[src/rtl/port_a_ctrl.sv]
// PIC16F84 port A register front end: PORTA/TRISA decode, output latch and TRIS
// registers, pin input synchronizer and RA4/T0CKI edge pulse for TMR0.
module port_a_ctrl #(
   parameter logic [6:0] PORTA_ADDR  = 7'h05,
   parameter int         SYNC_STAGES = 2,
   parameter logic [4:0] RESET_TRIS  = 5'h1F
) (
   input  logic       clk,
   input  logic       rst,
   input  logic       rp0,
   input  logic [6:0] addr,
   input  logic       wr_en,
   input  logic [7:0] wr_mask,
   input  logic [7:0] wdata,
   input  logic       rd_en,
   output logic [7:0] rdata,
   output logic       rd_valid,
   input  logic [4:0] pin_in,
   output logic [4:0] tris_val,
   output logic [4:0] lat_out,
   output logic       ra4_pull_low,
   input  logic       t0se,
   output logic       t0cki_pulse
);

   logic [4:0] r_tris;
   logic [4:0] r_lat;
   logic [7:0] r_rdata;
   logic       r_rd_valid;
   logic       r_ra4_pull;
   logic       r_t0_hist;
   logic       r_t0_pulse;
   logic [4:0] r_sync [SYNC_STAGES];

   logic       w_hit;
   logic       w_wr_porta;
   logic       w_wr_trisa;
   logic       w_rd_hit;
   logic [4:0] w_pin_sync;
   logic [4:0] w_tris_nxt;
   logic [4:0] w_lat_nxt;
   logic [7:0] w_rd_data;
   logic       w_t0_edge;
   logic       w_unused;

   // Bits 7:5 of the data path are unimplemented on port A.
   assign w_unused   = ^{wdata[7:5], wr_mask[7:5]};

   assign w_hit      = (addr == PORTA_ADDR);
   assign w_wr_porta = wr_en & w_hit & ~rp0;
   assign w_wr_trisa = wr_en & w_hit & rp0;
   assign w_rd_hit   = rd_en & w_hit;
   assign w_pin_sync = r_sync[SYNC_STAGES-1];

   always_comb begin
      w_tris_nxt = r_tris;
      w_lat_nxt  = r_lat;
      if (w_wr_trisa) w_tris_nxt = (r_tris & ~wr_mask[4:0]) | (wdata[4:0] & wr_mask[4:0]);
      if (w_wr_porta) w_lat_nxt  = (r_lat  & ~wr_mask[4:0]) | (wdata[4:0] & wr_mask[4:0]);
   end

   // Reads see the register state before any same-cycle write commits.
   assign w_rd_data = rp0 ? {3'b000, r_tris} : {3'b000, w_pin_sync};

   assign w_t0_edge = t0se ? (~w_pin_sync[4] & r_t0_hist) : (w_pin_sync[4] & ~r_t0_hist);

   always_ff @(posedge clk) begin
      if (rst) begin
         r_tris     <= RESET_TRIS;
         r_lat      <= 5'h00;
         r_rdata    <= 8'h00;
         r_rd_valid <= 1'b0;
         r_ra4_pull <= ~RESET_TRIS[4];
         r_t0_hist  <= 1'b0;
         r_t0_pulse <= 1'b0;
         for (int i = 0; i < SYNC_STAGES; i++) r_sync[i] <= 5'h00;
      end else begin
         r_tris     <= w_tris_nxt;
         r_lat      <= w_lat_nxt;
         r_rd_valid <= w_rd_hit;
         if (w_rd_hit) r_rdata <= w_rd_data;
         // Registered from next-state so it always tracks tris_val/lat_out.
         r_ra4_pull <= ~w_tris_nxt[4] & ~w_lat_nxt[4];
         r_t0_hist  <= w_pin_sync[4];
         r_t0_pulse <= w_t0_edge;
         r_sync[0]  <= pin_in;
         for (int i = 1; i < SYNC_STAGES; i++) r_sync[i] <= r_sync[i-1];
      end
   end

   assign rdata        = r_rdata;
   assign rd_valid     = r_rd_valid;
   assign tris_val     = r_tris;
   assign lat_out      = r_lat;
   assign ra4_pull_low = r_ra4_pull;
   assign t0cki_pulse  = r_t0_pulse;

endmodule
[config.mk]
export PLATFORM = sky130hd
export DESIGN_NAME = port_a_ctrl
export DESIGN_NICKNAME = d
export VERILOG_FILES = /design/src/rtl/port_a_ctrl.sv
export SDC_FILE = /design/constraint.sdc
export NUM_CORES = 1
export LEC_CHECK = 0
export BUFFER_PORTS_ARGS = -buffer_cell sky130_fd_sc_hd__buf_4
export CAP_MARGIN = 10
export CORE_MARGIN = 1
export CORE_UTILIZATION = 38
export CTS_CLUSTER_SIZE = 25
export DETAILED_ROUTE_END_ITERATION = 7
export PLACE_DENSITY = 0.67
export SYNTH_ARGS = -nofsm -noshare
export SYNTH_HDL_FRONTEND = slang
export SYNTH_SLANG_ARGS = --single-unit
[constraint.sdc]
create_clock -name clk -period 1.4 [get_ports clk]
set_input_delay 0.28 -clock clk [delete_from_list [all_inputs] [get_ports clk]]
set_output_delay 0.28 -clock clk [all_outputs]
set_load 0.02 [all_outputs]
## After elaboration in Yosys (flattened, before gate mapping)

Memory sizes are Yosys's and may differ from the RTL's.
Cells that the tools add are included.

| storage, ports and cells | value |
|---|---|
| output and inout port bits | 21 |
| word-level logic and storage cells | 40 |
| register bits | 22 |
| bits in writable memories | 10 |
| memories | 1 |

Memories:

| name | words | width | read ports | clocked after Yosys merged registers in | write ports | RTL line | RTL |
|---|---|---|---|---|---|---|---|
| r_sync | 2 | 5 | 2 | 0 | 2 | 33 | `logic [4:0] r_sync [SYNC_STAGES];` |

| operators by class | value |
|---|---|
| bitwise gates (word level) | 20 |
| muxes and demuxes | 9 |
| equal/unequal tests | 1 |

Operators by type and width:

| cell | number |
|---|---|
| $mux 5 | 5 |
| $and 5x5->5 | 3 |
| $or 5x5->5 | 2 |
| $and 1x1->1 | 7 |
| $eq 7x3->1 const B | 1 |
| $not 1->1 | 5 |
| $not 5->5 | 1 |
| $mux 1 | 4 |
| $or 1x1->1 | 2 |

## Longest topological paths before layout

| logic depth | value |
|---|---|
| depth in word-level cells | 6 |
| depth in mapped cells | 6 |
| gate-level depth less buffers | 4 |

## Worst setup path after synthesis

Ideal clock, no wire load.

| path | value |
|---|---|
| path type | input to register |
| from | input port addr[1] |
| to | register (tool-made name) |
| data arrival time | 1157 ps |
| setup slack | 116 ps |
| cell stages on the path | 4 |
| cells stage by stage | nor4b_4 -> and4b_1 -> mux2i_1 -> nor2_1 |

RTL lines:

| item | RTL line | RTL |
|---|---|---|
| start, declared | 11 | `input logic [6:0] addr,` |

## Final worst setup path

| path | value |
|---|---|
| from | register r_tris[4], in the netlist tris_val[4] |
| to | output port tris_val[4] |

RTL lines:

| item | RTL line | RTL |
|---|---|---|
| start, declared | 26 | `logic [4:0] r_tris;` |
| start signal, assigned | 78 | `r_tris <= w_tris_nxt;` |
| end, declared | 19 | `output logic [4:0] tris_val,` |

No word-level cell between the ends.

==> qor.yml <==
status:
  run_status: "complete, but fails checks"
  violations: "DRC"
floorplanning:
  die_h_um: 57.7
  start_util: 0.413
  placementRows: 19
  core-area_um2: 2850
  dieWidth_um: 57.7
  dieArea_um2: 3330
  ios: 55
logic_synthesis:
  syn_avg_cell_area_um2: 9.58
  netlist_instances: 123
  synth.cell_area_um2: 1180
  synth_top_area_share: 0.493
  async_reset_ff_frac: 0
  synthFlopType: "dfxtp_1"
  synth-seq-cells: 29
  synth_area_leader_cell: "dfxtp_1"
  synth_warnings: 0
  synth.area.top_cells: "dfxtp_1, nor2b_1, mux2_2"
  synth_seq_area_share: 0.493
  ys_types: 26
  synth_edf_count: 0
sta:
  hold_violations: 0
  post-route-min-period_ns: 1.19
  rsz0062_at_grt: "false"
  finalWorstSetupSlack_ns: 0.213
  finClkSkew_ns: 0.00594
  setup_viol: 0
  period_share: 0.848
  drv_slew: 0
  timing.fmax_ghz: 0.842
power_and_ir_drop:
  p_leak_nw: 0.699
  peakVddDrop_v: 0.000534
  power_density_nw_per_um2: 919
  finalPower_mw: 1.46
placed_design:
  pre_cts_slack_ns: -0.0563
  gp_congestion: 0.747
  dp_hpwl_um: 1780
  port_buffers: 45
  place_area_um2: 1530
clock_network:
  cts_resized: 0
  cts_htree_levels: 2
  cts_setup_buffers: 0
  insertion_delay_ns: 0.32
  root_buffer: "clkbuf_4"
  cts_buffer_depth: 2
  cts_hold_buf: 0
  cts_inserted_buffers: 5
  cts.sinks: 29
  clk_pin_slew_worst_paths_ns: 0.09
  cts_tree: "built"
critical_path:
  r2r-end: "ra4_pull_low"
  r2r_slack_ns: 0.45
  crit_chain: "buf_4"
  slowest_delay_ns: 0.42
  endpoint_kind: "primary output"
  reg2regPathDepth: 3
  start_kind: "register"
  critPathMaxFanout: 5
  crit_arrival_ns: 0.91
  cp_top_family: "flip-flops"
  worstSetupPathDepth: 1
  critPathKind: "reg2out"
  slowest_stage: "dfxtp_1"
  cp.required_ns: 1.12
  r2r-start: "tris_val[4]"
  cp.buffers_inverters: 1
final_layout:
  layout_common_cells: "buf_4, dfxtp_1, nor2_1, nand2_1, nor2b_1"
  final_nets: 205
  drive_above_1_share: 0.378
  mostFrequentLayoutCell: "buf_4"
  areaGrowthSynthToFinish_pct: 34.5
  design_area_um2: 1590
  antenna_cells: 0
global_route:
  grt-ovfl-total: 0
  grt_max_degree: 32
  first_global_vias: 952
  track_usage: 0.157
  antenna_found_initial: 0
  grt_pass1_wl_um: 3930
job:
  drv_cap: 0
routing:
  via_per_inst: 5.12
  wl_um: 2470
  ant_nets: 0
  firstDrtPassIters: 6
  vias: 1039
  drt_iter0_drc: 32
  drc: 4
  wl_per_cell_um: 12.2
worst_hold_path:
  hold_depth: 2
  min_to: "r_sync[0][2]"
  hp-start: "pin_in[2]"
  worstHoldPathType: "in2reg"
final cells by class:
cell class	count	area, µm²
Fill cell	263	1270
Sequential cell	29	581
Multi-Input combinational cell	86	551
Timing Repair Buffer	48	360
Clock buffer	6	41.3
Tap cell	31	38.8
Clock inverter	2	10.0
Inverter	1	3.75
layer usage:
metal | track usage | part of all wire
met1 | 0.175 | 0.42
met2 | 0.266 | 0.48
met3 | 0.0603 | 0.081
met4 | 0.0714 | 0.017
met5 | 0 | 0
power by group:
part           total (mW)  switching, mW  internal [mW]
sequential          0.844        0.00477          0.840
combinational       0.146         0.0647         0.0811
clock               0.467          0.276          0.191
total                1.46          0.346           1.11
how the worst max path moves through the flow:
stage	from	end	slack, ns
after CTS	tris_val[4]	tris_val[4]	0.20
after global routing	tris_val[4]	tris_val[4]	0.16
after global placement	addr[1]	register	-0.04
after floorplan	addr[1]	register	0.12
final	tris_val[4]	tris_val[4]	0.21
after detailed placement	addr[1]	register	-0.06
logic make-up (layout without fill, tap and decap cells):
logic type	after synthesis	in the layout	synth area share
AND/OR/NAND/NOR	57	57	0.294
other	1	3	0.00318
buffers and inverters	10	57	0.0467
AO/OA/AOI/OAI	17	17	0.0817
flip-flops	29	29	0.493
multiplexers	9	9	0.0817
worst register-to-register path: stages, from the launching register on:
cell	delay (ns)
dfxtp_1	0.36
nor4b_1	0.29
o21ai_0	0.11
a21oi_1	0.14
synthesized netlist by cell type, drive strengths merged, types with 4 or more instances:
cell	count
mux2i	4
dfxtp	29
nor2b	11
and4b	4
nor2	13
buf	6
nand4b	5
a21oi	10
nand2	12
nor3	4
mux2	5
per-stage QoR:
step                cells  hold slack, ns  TNS, ns   util
floorplan             125           0.403        0      -
global placement      195           0.418   -0.197  0.538
detailed placement    195           0.421   -0.377  0.538
CTS                   203           0.157        0  0.556
global route          203           0.159        0  0.556
finish                203           0.163        0  0.556
(Power assumes the default switching activity.)
